<file path="config.mk">
export PLATFORM = sky130hd
export DESIGN_NAME = wdt_ctrl
export DESIGN_NICKNAME = d
export VERILOG_FILES = /design/src/rtl/wdt_ctrl.sv
export SDC_FILE = /design/constraint.sdc
export NUM_CORES = 1
export LEC_CHECK = 0
export CORE_AREA = 2 2 97 99
export DETAILED_ROUTE_END_ITERATION = 8
export DIE_AREA = 0 0 99 101
export HOLD_SLACK_MARGIN = 0.06
export PLACE_DENSITY = 0.75
export SYNTH_ARGS = -nofsm -noshare
export SYNTH_HDL_FRONTEND = slang
export SYNTH_SLANG_ARGS = --single-unit
</file>
<file path="constraint.sdc">
create_clock -name clk -period 2.85 [get_ports clk]
set_input_delay 0.57 -clock clk [delete_from_list [all_inputs] [get_ports clk]]
set_output_delay 0.57 -clock clk [all_outputs]
set_load 0.02 [all_outputs]
</file>
<file path="src/rtl/wdt_ctrl.sv">
// wdt_ctrl: bus-mapped watchdog sequencing COUNT -> GRACE (irq) -> RESET pulse.
// Define WDT_WINDOW_EN to treat feeds above WINDOW as early (immediate reset).
module wdt_ctrl #(
    parameter int              CNT_W        = 16,
    parameter int              PRESCALE     = 4,
    parameter int              GRACE_CYCLES = 8,
    parameter int              RST_PULSE    = 4,
    parameter logic [CNT_W-1:0] DEFAULT_LOAD = 16'h0100,
    parameter logic [31:0]     FEED_KEY     = 32'h5A5AA5A5,
    parameter logic [CNT_W-1:0] WINDOW       = 16'h0040
) (
    input  logic        clk,
    input  logic        rst,
    input  logic        bus_we,
    input  logic        bus_re,
    input  logic [2:0]  bus_addr,
    input  logic [31:0] bus_wdata,
    output logic [31:0] bus_rdata,
    output logic        wdt_irq,
    output logic        wdt_reset
);

    localparam int PW = (PRESCALE > 1) ? $clog2(PRESCALE) : 1;
    localparam int GW = $clog2(GRACE_CYCLES + 1);
    localparam int RW = $clog2(RST_PULSE + 1);
    localparam logic [PW-1:0] PS_LAST = PW'(PRESCALE - 1);
    localparam logic [GW-1:0] GR_INIT = GW'(GRACE_CYCLES);
    localparam logic [RW-1:0] RP_INIT = RW'(RST_PULSE);

`ifdef WDT_WINDOW_EN
    localparam bit WIN_EN = 1'b1;
`else
    localparam bit WIN_EN = 1'b0;
`endif

    typedef enum logic [1:0] {S_IDLE, S_COUNT, S_GRACE, S_RESET} state_t;

    state_t           r_state;
    logic [2:0]       r_ctrl;
    logic [CNT_W-1:0] r_load;
    logic [CNT_W-1:0] r_cnt;
    logic [PW-1:0]    r_presc;
    logic [GW-1:0]    r_grace;
    logic [RW-1:0]    r_pulse;
    logic             r_pend;
    logic             r_bad;
    logic             r_early;
    logic             r_irq;
    logic             r_wrst;
    logic [31:0]      r_rdata;

    logic             w_wr_ctrl, w_wr_load, w_wr_feed, w_wr_stat;
    logic             w_locked, w_ctrl_ok, w_key_ok, w_feed_ok;
    logic             w_wrap, w_in_count, w_in_grace;
    logic             w_disable, w_early, w_expire, w_rescue;
    logic             w_rst_end, w_start;
    logic [2:0]       w_w1c, w_ctrl_nxt;
    logic             w_pend_nxt, w_bad_nxt, w_early_nxt;
    logic [CNT_W-1:0] w_load_eff;
    logic [31:0]      w_rdata;

    assign w_wr_ctrl = bus_we && (bus_addr == 3'd0);
    assign w_wr_load = bus_we && (bus_addr == 3'd1);
    assign w_wr_feed = bus_we && (bus_addr == 3'd2);
    assign w_wr_stat = bus_we && (bus_addr == 3'd3);

    assign w_locked   = r_ctrl[1];
    assign w_ctrl_ok  = w_wr_ctrl && !w_locked;
    assign w_key_ok   = (bus_wdata == FEED_KEY);
    assign w_feed_ok  = w_wr_feed && w_key_ok;
    assign w_load_eff = (r_load == '0) ? CNT_W'(1) : r_load;
    assign w_wrap     = (r_presc == PS_LAST);
    assign w_in_count = (r_state == S_COUNT);
    assign w_in_grace = (r_state == S_GRACE);

    // In COUNT: disable beats early feed beats valid feed beats expiry
    assign w_disable = w_in_count && w_ctrl_ok && !bus_wdata[0];
    assign w_early   = WIN_EN && w_in_count && w_feed_ok && !w_disable
                       && (r_cnt > WINDOW);
    assign w_expire  = w_in_count && !w_disable && !w_feed_ok && w_wrap
                       && (r_cnt <= CNT_W'(1));
    assign w_rescue  = w_in_grace && w_feed_ok;
    assign w_rst_end = (r_state == S_RESET) && (r_pulse <= RW'(1));
    assign w_start   = (r_state == S_IDLE) && w_ctrl_ok && bus_wdata[0];
    assign w_w1c     = w_wr_stat ? bus_wdata[2:0] : 3'b000;

    assign w_ctrl_nxt  = w_rst_end ? 3'b000
                       : (w_ctrl_ok ? bus_wdata[2:0] : r_ctrl);
    assign w_pend_nxt  = w_expire
                       | (r_pend & ~w_w1c[0] & ~w_rescue & ~w_rst_end);
    assign w_bad_nxt   = (w_wr_feed & ~w_key_ok) | (r_bad & ~w_w1c[1]);
    assign w_early_nxt = w_early | (r_early & ~w_w1c[2]);

    always_comb begin
        w_rdata = '0;
        case (bus_addr)
            3'd0:    w_rdata[2:0]       = r_ctrl;
            3'd1:    w_rdata[CNT_W-1:0] = r_load;
            3'd3:    w_rdata[2:0]       = {r_early, r_bad, r_pend};
            3'd4:    w_rdata[CNT_W-1:0] = r_cnt;
            default: w_rdata            = '0;
        endcase
    end

    always_ff @(posedge clk or posedge rst) begin
        if (rst) begin
            r_state <= S_IDLE;
            r_ctrl  <= '0;
            r_load  <= DEFAULT_LOAD;
            r_cnt   <= '0;
            r_presc <= '0;
            r_grace <= '0;
            r_pulse <= '0;
            r_pend  <= 1'b0;
            r_bad   <= 1'b0;
            r_early <= 1'b0;
            r_irq   <= 1'b0;
            r_wrst  <= 1'b0;
            r_rdata <= '0;
        end else begin
            r_ctrl  <= w_ctrl_nxt;
            r_pend  <= w_pend_nxt;
            r_bad   <= w_bad_nxt;
            r_early <= w_early_nxt;
            // irq tracks the post-edge pending/enable pair so it rises with IRQ_PEND
            r_irq   <= w_pend_nxt & w_ctrl_nxt[2];
            if (w_wr_load && !w_locked)
                r_load <= bus_wdata[CNT_W-1:0];
            if (bus_re)
                r_rdata <= w_rdata;
            unique case (r_state)
                S_IDLE: begin
                    if (w_start) begin
                        r_state <= S_COUNT;
                        r_cnt   <= w_load_eff;
                        r_presc <= '0;
                    end
                end
                S_COUNT: begin
                    if (w_disable) begin
                        r_state <= S_IDLE;
                    end else if (w_early) begin
                        r_state <= S_RESET;
                        r_pulse <= RP_INIT;
                        r_wrst  <= 1'b1;
                    end else if (w_feed_ok) begin
                        r_cnt   <= w_load_eff;
                        r_presc <= '0;
                    end else if (w_wrap) begin
                        r_presc <= '0;
                        r_cnt   <= r_cnt - CNT_W'(1);
                        if (w_expire) begin
                            r_state <= S_GRACE;
                            r_grace <= GR_INIT;
                        end
                    end else begin
                        r_presc <= r_presc + PW'(1);
                    end
                end
                S_GRACE: begin
                    if (w_feed_ok) begin
                        r_state <= S_COUNT;
                        r_cnt   <= w_load_eff;
                        r_presc <= '0;
                    end else if (r_grace <= GW'(1)) begin
                        r_state <= S_RESET;
                        r_pulse <= RP_INIT;
                        r_wrst  <= 1'b1;
                    end else begin
                        r_grace <= r_grace - GW'(1);
                    end
                end
                S_RESET: begin
                    if (w_rst_end) begin
                        r_state <= S_IDLE;
                        r_wrst  <= 1'b0;
                    end else begin
                        r_pulse <= r_pulse - RW'(1);
                    end
                end
                default: r_state <= S_IDLE;
            endcase
        end
    end

    assign bus_rdata = r_rdata;
    assign wdt_irq   = r_irq;
    assign wdt_reset = r_wrst;

endmodule

</file>
[After elaboration in Yosys (flattened, before gate mapping)]
Cells that the tools add are included.
Word-level totals
  input bits: 39
  register bits after elaboration: 67
Cells by class
  magnitude comparators: 3
  equal/unequal tests: 25
  add/sub/neg operators: 4
  mux-type cells: 42
  bitwise gates (word level): 15
  reductions and logical operators: 34
Operators by type and width (number)
  16-bit two-way mux: 6
  16-bit one-hot mux with 3 select lines: 1
  32-bit by 31-bit == test with 1-bit output, second input constant: 1
  2-bit two-way mux: 13
  13-bit one-hot mux with 2 select lines: 1
  4-bit two-way mux: 6
  3-bit two-way mux: 6
  2-bit != test, second input constant: 9
  1-bit logical AND: 17
  16-bit by 1-bit <= comparator with 1-bit output, second input constant: 1
  16-bit zero test: 1
  16-bit by 1-bit subtractor with 16-bit output, second input constant: 1
  3-bit one-hot mux with 4 select lines: 1
  4-bit AND reduction: 3
  3-bit by 2-bit != test with 1-bit output, second input constant: 3
  2-bit one-hot mux with 4 select lines: 1
  4-bit one-hot mux with 2 select lines: 1
  1-bit AND: 7
  7-bit AND reduction: 1
  2-bit == test, second input constant: 3
  3-bit by 2-bit == test with 1-bit output, second input constant: 2
  1-bit NOT: 6
  2-bit one-hot mux with 3 select lines: 1
  3-bit one-hot mux with 2 select lines: 1
  21 further kinds: 30

[Logic depth before layout (Yosys ltp)]
Gate-level depths: netlist (run 1).
  depth in word-level cells: 15
  mapped depth: 7
  depth with buffers taken out: 7

[Worst setup path before layout (run 1)]
OpenSTA, ideal clock, no wires.
  kind: input-to-reg
  start: input port bus_addr[2]
  end: register r_cnt[2]
  setup time: 127 ps
  required time: 2723 ps
  data arrival time: 2115 ps
  buffers on the path: 2
  stages on the path: 7
  setup slack: 609 ps
  cell sequence: clkbuf_2 > or4b_1 > o21ai_0 > a21o_2 > buf_6 > a22oi_1 > o2bb2a_1
Between the ends
  word-level cells in the longest chain between the ends: 7
  elaborated cells between the ends (all ways): 18
RTL lines
  start: declaration: line 16  | input logic [2:0] bus_addr,
  3-bit zero test: line 62  | assign w_wr_ctrl = bus_we && (bus_addr == 3'd0);
  1-bit logical AND: line 62
  1-bit logical AND: line 68  | assign w_ctrl_ok = w_wr_ctrl && !w_locked;
  1-bit logical AND, on equally long branches (2 in series): line 77, 84
  2-bit != test (no source line)
  5-bit AND reduction (no source line)
  end signal: assignment: line 135  | r_cnt <= w_load_eff;
  end signal: assignment: line 147  | r_cnt <= w_load_eff;
  end signal: assignment: line 151  | r_cnt <= r_cnt - CNT_W'(1);
  end: declaration: line 41  | logic [CNT_W-1:0] r_cnt;
Several ways; a longest one is shown, not always the timed one. The select of a mux whose other input is x is not followed.
A chain may end at the register's enable or synchronous reset.

[Worst setup path in the final report (run 1)]
  start: input port bus_wdata[1]
  end: register r_cnt[5]
Between the ends
  word-level cells in the longest chain between the ends: 5
  elaborated cells between the ends (all ways): 8
RTL lines
  start: declaration: line 17  | input logic [31:0] bus_wdata,
  32-bit by 31-bit == test with 1-bit output (*): line 69  | assign w_key_ok = (bus_wdata == FEED_KEY);
  1-bit logical AND (*): line 70  | assign w_feed_ok = w_wr_feed && w_key_ok;
  16-bit two-way mux: line 146  | end else if (w_feed_ok) begin
  16-bit two-way mux: line 140  | if (w_disable) begin
  16-bit one-hot mux with 3 select lines: line 131  | unique case (r_state)
Every way passes the cells marked *; elsewhere a longest branch is shown, timed or not. The select of a mux whose other input is x is not followed.

==> impl_results.md, run 1 <==
* RSZ-0062 raised after global routing: no
* Worst Skew at 0.0147 ns
* Number of H-tree levels at 3
* DR WL/cell at 17.3 um
* Min-delay worst type: register to register
* PD cells at 677 nW/um2
* CTS Sinks at 67
* Status: finished, final reports clean
* Number of synthesized flops with an enable pin at 0
* Worst R2R Path Depth at 7
* CTS Buf Count at 9
* Synth-to-layout area growth at 25.6%
* Row count at 35
* Post-synth top flop: dfrtp_1
* Final Util at 0.556
* Post-synth ARST share at 1.00
* Global-route wire length before repair at 17.5 mm
* Final period utilization at 0.895
* Reg clk slew, reported paths at 0.08 ns
* Initial antenna violation count at 0
* Reg2reg setup slack at 0.45 ns
* Pre-Repair DR Iteration Count at 5
* CTS root buf: clkbuf_8
* Die Span Y at 101 um
* Post-DRT Antenna Nets at 0
* Max Cap Viol at 0
* Worst setup EP type: register
* Skew-Pair Late Insertion Delay at 0.35 ns
* Average cell area after synthesis at 9.81 um2
* Crit path max fanout at 10
* Synth warnings at 0
* Fin nets at 533
* Sequential share of the synthesized area at 0.422
* Largest net degree at the start of global routing at 37
* Port Buffer Count at 56
* TritonCTS clock tree: done
* CTS max path bufs at 2
* Initial drt markers at 282
* Reg-to-reg endpoint: r_cnt[8]$_DFFE_PP0P_
* CP Class: input port to register
* RD Place Congestion at 0.900
* Final TNS setup at 0 ns
* Worst slew margin at 0.578
* Gr usage total at 0.217
* Yosys reg bits at 67
* Post-cts sizing count at 0
* Via count of the first global-routing pass at 3,608
* Max IR drop VDD at 0.000448 V
* CP startpoint: bus_wdata[1]
* Initial Util at 0.443
* Worst EP arrival at 2.82 ns
* Core Area at 8980 um2
* Setup crit start kind: input port
* Total grt overflow at 0
* Ports at 73
* Crit Reg-Reg Startpoint: r_cnt[0]$_DFFE_PP0P_
* Worst Hold End: bus_rdata[2]$_DFFE_PP0P_
* Hpwl dp at 7.95 mm
* Via count at 3,637
* Min-Delay Path Depth at 1
* Die W at 99 um
* Worst hold start: bus_rdata[2]$_DFFE_PP0P_
* Pleak at 0.00208 uW
* Final hold viol count at 0
* Max Clk Rate at 392 MHz
* Tmin final at 2.55 ns
* Postcts setup bufs at 0
* Netlist cell types at 71
* Mapped Area at 3970 um2
* Max-slew violation count at 0
* Via density at 6.03
* Drt drc at 0
* DIE AREA at 10000 um2
* Total wire length at 10.4 mm
* Post-CTS Hold Buffers at 0
* N_diodes at 0
* # setup viols final at 0
* Layout cells sized above 1 at 0.183
* Worst slew pin tran at 0.628 ns
* Mapped Cells at 405
* WP data required at 3.12 ns
[worst max path at each step]
| stage | to | slack [ns] |
|---|---|---|
| 5_1_grt | r_cnt[9]$_DFFE_PP0P_ | 0.21 |
| 3_5_place_dp | r_pulse[2]$_DFFE_PP0P_ | -0.03 |
| 6_report | r_cnt[5]$_DFFE_PP0P_ | 0.30 |
| 2_1_floorplan | bus_rdata[0]$_DFFE_PP0P_ | 0.60 |
| 4_1_cts | r_pulse[2]$_DFFE_PP0P_ | 0.33 |
| 3_3_place_gp | r_pulse[2]$_DFFE_PP0P_ | 0.01 |
[metal layers]
metal,share of wire,vias up,global-route usage
met2,0.48,153,0.353
met3,0.069,25,0.0458
met5,0,-,0
met1,0.42,1780,0.284
met4,0.022,0,0.0832
li1,-,1679,-
[registers in the layout, summed over array words and instances, names as in the netlist]
name	count
bus_rdata	16
r_cnt	16
r_load	16
r_grace	4
r_ctrl	3
r_pulse	3
r_presc	2
r_state	2
r_bad	1
r_early	1
r_pend	1
wdt_irq	1
wdt_reset	1
[cell usage in the layout, fill, tap and decap left out, types with 4 or more instances in the layout]
cell / count
nor2_1: 35
o22ai_1: 11
nand3_1: 6
clkbuf_8: 11
mux2_2: 16
nor3_1: 11
a22o_1: 7
inv_1: 18
buf_4: 35
mux2i_1: 5
nor4_1: 6
a21oi_1: 23
ha_1: 7
conb_1: 16
nor2b_1: 6
nand2b_1: 4
a22oi_1: 25
clkdlybuf4s50_1: 56
a31oi_1: 6
o21ai_0: 6
o21a_1: 4
o2bb2a_1: 4
dfrtp_1: 66
nand2_1: 23
nand4_1: 5
and4bb_2: 8
[stage by stage]
step | hold WS, ns | cells | worst slack, ns | total power [uW] | area [um2]
5_1_grt | 0.520 | 603 | 0.212 | 3580 | 4990
4_1_cts | 0.490 | 603 | 0.328 | 3380 | 4990
6_report | 0.489 | 603 | 0.300 | 3380 | 4990
3_5_place_dp | 0.471 | 587 | -0.0325 | 2620 | 4800
3_3_place_gp | 0.469 | 587 | 0.00978 | 2580 | 4800
2_1_floorplan | 0.462 | 420 | 0.598 | 2200 | 4030
[synthesized netlist by cell type (3+ instances only)]
library cell,number,share of area
and3_1,3,0.0047
nor2_1,35,0.033
o22ai_1,11,0.017
nor3_1,11,0.014
nor4_1,6,0.0094
mux2_2,16,0.045
nand2_1,23,0.022
o31ai_1,3,0.0057
nand3_1,6,0.0076
a21oi_1,23,0.029
o32a_1,3,0.0076
buf_2,4,0.0050
a31oi_1,6,0.0094
inv_1,19,0.018
nand4_1,5,0.0079
a22oi_1,25,0.047
nor2b_1,6,0.0094
o21ai_0,6,0.0076
dfrtp_1,66,0.42
and4bb_2,8,0.025
or4_1,3,0.0057
mux2i_1,5,0.013
a2bb2oi_1,3,0.0066
clkbuf_1,14,0.013
o2bb2a_1,4,0.010
ha_1,7,0.022
a22o_1,7,0.015
o21a_1,4,0.0076
nand2b_1,4,0.0063
o221ai_1,3,0.0066
buf_4,16,0.030
[where the power goes]
group	switching (uW)	internal (uW)
Sequential	328	1200
Combinational	538	565
Clock	384	364
Total	1250	2130
[logic make-up after synthesis]
kind of cell,Yosys count,share of synthesized area
xor gates and xnor gates,2,0.00441
buffers and inverters,55,0.0705
muxes,21,0.0579
DFF,67,0.422
adders and majority gates,7,0.0220
other,1,0.000944
AOI/OAI and AO/OA,121,0.223
and+or+nand+nor,131,0.199
[layout make-up]
class,count,area (um2)
multi-input cells,298,2070
flip-flops and latches,67,1680
repair buffers,92,843
fillers,772,3990
well taps,111,139
clock buffers,11,151
clock inverters,5,37.5
inverters,19,71.3
[worst max-delay path, cell delays in order]
cell and delay (ns):
clkdlybuf4s50_1 0.51, and4bb_2 0.36, nand4_1 0.23, buf_4 0.24
o31ai_2 0.20, buf_4 0.22, a2bb2oi_1 0.29, a2bb2oi_1 0.19
No activity file was read; power rests on OpenSTA's default activity.
==> run 2, diff against run 1 <==
--- a/config.mk
+++ b/config.mk
@@ -6,6 +6,7 @@
 export NUM_CORES = 1
 export LEC_CHECK = 0
 export CORE_AREA = 2 2 97 99
+export CTS_BUF_LIST = sky130_fd_sc_hd__clkbuf_4
 export DETAILED_ROUTE_END_ITERATION = 8
 export DIE_AREA = 0 0 99 101
 export HOLD_SLACK_MARGIN = 0.06
==> run 2 against run 1 <==
- sequential cell count stayed put
- routed wire length is 1.2% lower
- register-to-register slack about the same
- critical path type unchanged
- non-clock buffer count is the same
- clock power shrank 28%
- final area down 1.5%
- via count is 0.80% lower
- combinational power barely moved
- critical path depth shrank 2
- first-iteration DRC count increased by 3.5%
- count of clock-buffer cells in the layout is 2 lower
- die area stayed put
==> impl_results.md, run 2 (synthesized netlist as in run 1, its figures left out) <==
* Status: finished, final reports clean
* Internal cell power at 1940 uW
* Core Area at 8980 um2
* Max layer used: met4
* Crit path max fanout at 4
* Pre-Repair DR Iteration Count at 8
* CP cell instances: clkdlybuf4s50_1, and4bb_2, nand4_1, or4_1, and2_1, a221o_1
* Most common cell after layout, fill and taps aside: dfrtp_1
* Max IR drop VDD at 0.000374 V
* TritonCTS clock tree: done
* # setup viols final at 0
* Setup crit start kind: input port
* CTS Sinks at 67
* Gr usage total at 0.216
* Max Clk Rate at 413 MHz
* Met2 WL at 4.98 mm
* Via count at 3,608
* Reg2reg setup slack at 0.44 ns
* Hpwl dp at 7.95 mm
* PD cells at 643 nW/um2
* Final hold viol count at 0
* Combinational power share at 0.346
* Min-delay worst type: input port to async pin
* Tmin final at 2.42 ns
* Slowest-stage cell, CP: or4_1
* Clk pwr share at 0.171
* Ports at 73
* Global-route wire length before repair at 17.4 mm
* Post-cts sizing count at 0
* Post-CTS Hold Buffers at 0
* Initial antenna violation count at 0
* Reg clk slew, reported paths at 0.14 ns
* Row count at 35
* CP peak stage delay at 0.57 ns
* Skew-Pair Late Insertion Delay at 0.44 ns
* Worst EP arrival at 2.74 ns
* Post-DRT Antenna Nets at 0
* Setup ws final at 0.427 ns
* Net Sw Frac at 0.387
* Total wire length at 10.3 mm
* Commonest non-fill, non-tap cells in the layout: dfrtp_1 (66), clkdlybuf4s50_1 (56), nor2_1 (35), buf_4 (35), a22oi_1 (25)
* Worst slack, placed at -0.0325 ns
* Number of H-tree levels at 3
* RD Place Congestion at 0.900
* WP data required at 3.17 ns
* Pleak at 0.00204 uW
* CTS max path bufs at 2
* Total grt overflow at 0
* Synth-to-layout area growth at 23.7%
* Fin Hold WS at 0.414 ns
* Wl on met1 at 4.54 mm
* CTS root buf: clkbuf_4
* Fin nets at 533
* Postcts setup bufs at 0
* N_diodes at 0
* Via count of the first global-routing pass at 3,553
* Die W at 99 um
* Final period utilization at 0.850
* Worst slew margin at 0.572
* Layout cells sized above 1 at 0.179
* DIE AREA at 10000 um2
* Worst slew pin tran at 0.637 ns
* Die Span Y at 101 um
* Worst Skew at 0.0308 ns
* Max-slew violation count at 0
* Initial drt markers at 292
* Initial Util at 0.443
* Via density at 5.98
* Drt drc at 0
* Worst setup EP type: register
* CP Class: input port to register
* RSZ-0062 raised after global routing: no
* Reg power frac at 0.483
* DR WL/cell at 17.1 um
* Met3 WL post-DR at 585 um
* CTS Buf Count at 9
* Sw Pwr at 1230 uW
* Largest net degree at the start of global routing at 37
* Port Buffer Count at 56
* Max Cap Viol at 0
[run 2: changes by cell type in the layout (fill, tap and decap cells not counted), sizes merged]
cell,previous run,this run
clkbuf,11,9
clkinv,3,5
[run 2: stage by stage]
step	std cells	TNS [ns]	util	instance area (um2)	power (uW)
global route	603	0	0.548	4920	3360
finish	603	0	0.548	4920	3160
floorplan	420	0	-	4030	2200
detailed placement	587	-0.0325	0.535	4800	2620
CTS	603	0	0.548	4920	3160
global placement	587	0	0.535	4800	2580
[run 2: layer usage]
metal  vias up  track usage
met1      1768        0.287
met2       140        0.356
met4         0       0.0643
met3        21       0.0465
met5         -            0
li1       1679            -
[run 2: final cells by class]
cell class,instances,area (um2)
Multi-Input combinational cell,298,2070
Inverter,19,71.3
Timing Repair Buffer,92,843
Fill cell,784,4060
Clock inverter,7,45.0
Tap cell,111,139
Sequential cell,67,1680
Clock buffer,9,67.6
[run 2: critical path, delay by kind of cell]
kind | cells | cell delay, ns
simple gates | 4 | 1.33
buf+inv | 1 | 0.51
compound gates | 1 | 0.33
[run 2: power by group through the flow]
stage | Clock (uW) | Sequential, uW | Combinational, uW
CTS | 549 | 1520 | 1090
global route | 597 | 1570 | 1200
finish | 540 | 1530 | 1100
floorplan | 0 | 1460 | 739
detailed placement | 0 | 1530 | 1090
global placement | 0 | 1530 | 1060
[run 2: final timing paths]
kind                                     startpoint                       end  cells past startpoint
max                                    bus_wdata[1]    r_pulse[2]$_DFFE_PP0P_                      6
min                                             rst    r_grace[3]$_DFFE_PP0P_                      2
max reg2reg                    r_cnt[0]$_DFFE_PP0P_      r_cnt[8]$_DFFE_PP0P_                      7
min reg2reg                bus_rdata[2]$_DFFE_PP0P_  bus_rdata[2]$_DFFE_PP0P_                      1
max in group asynchronous                       rst     r_cnt[13]$_DFFE_PP0P_                      3
min in group clk           bus_rdata[2]$_DFFE_PP0P_  bus_rdata[2]$_DFFE_PP0P_                      1
==> run 3, diff against run 2 <==
--- a/config.mk
+++ b/config.mk
@@ -5,6 +5,7 @@
 export SDC_FILE = /design/constraint.sdc
 export NUM_CORES = 1
 export LEC_CHECK = 0
+export ABC_CLOCK_PERIOD_IN_PS = 2850
 export CORE_AREA = 2 2 97 99
 export CTS_BUF_LIST = sky130_fd_sc_hd__clkbuf_4
 export DETAILED_ROUTE_END_ITERATION = 8
==> results of run 3 <==
Same layout as run 2: the final DEF is identical, and so are final timing and power.
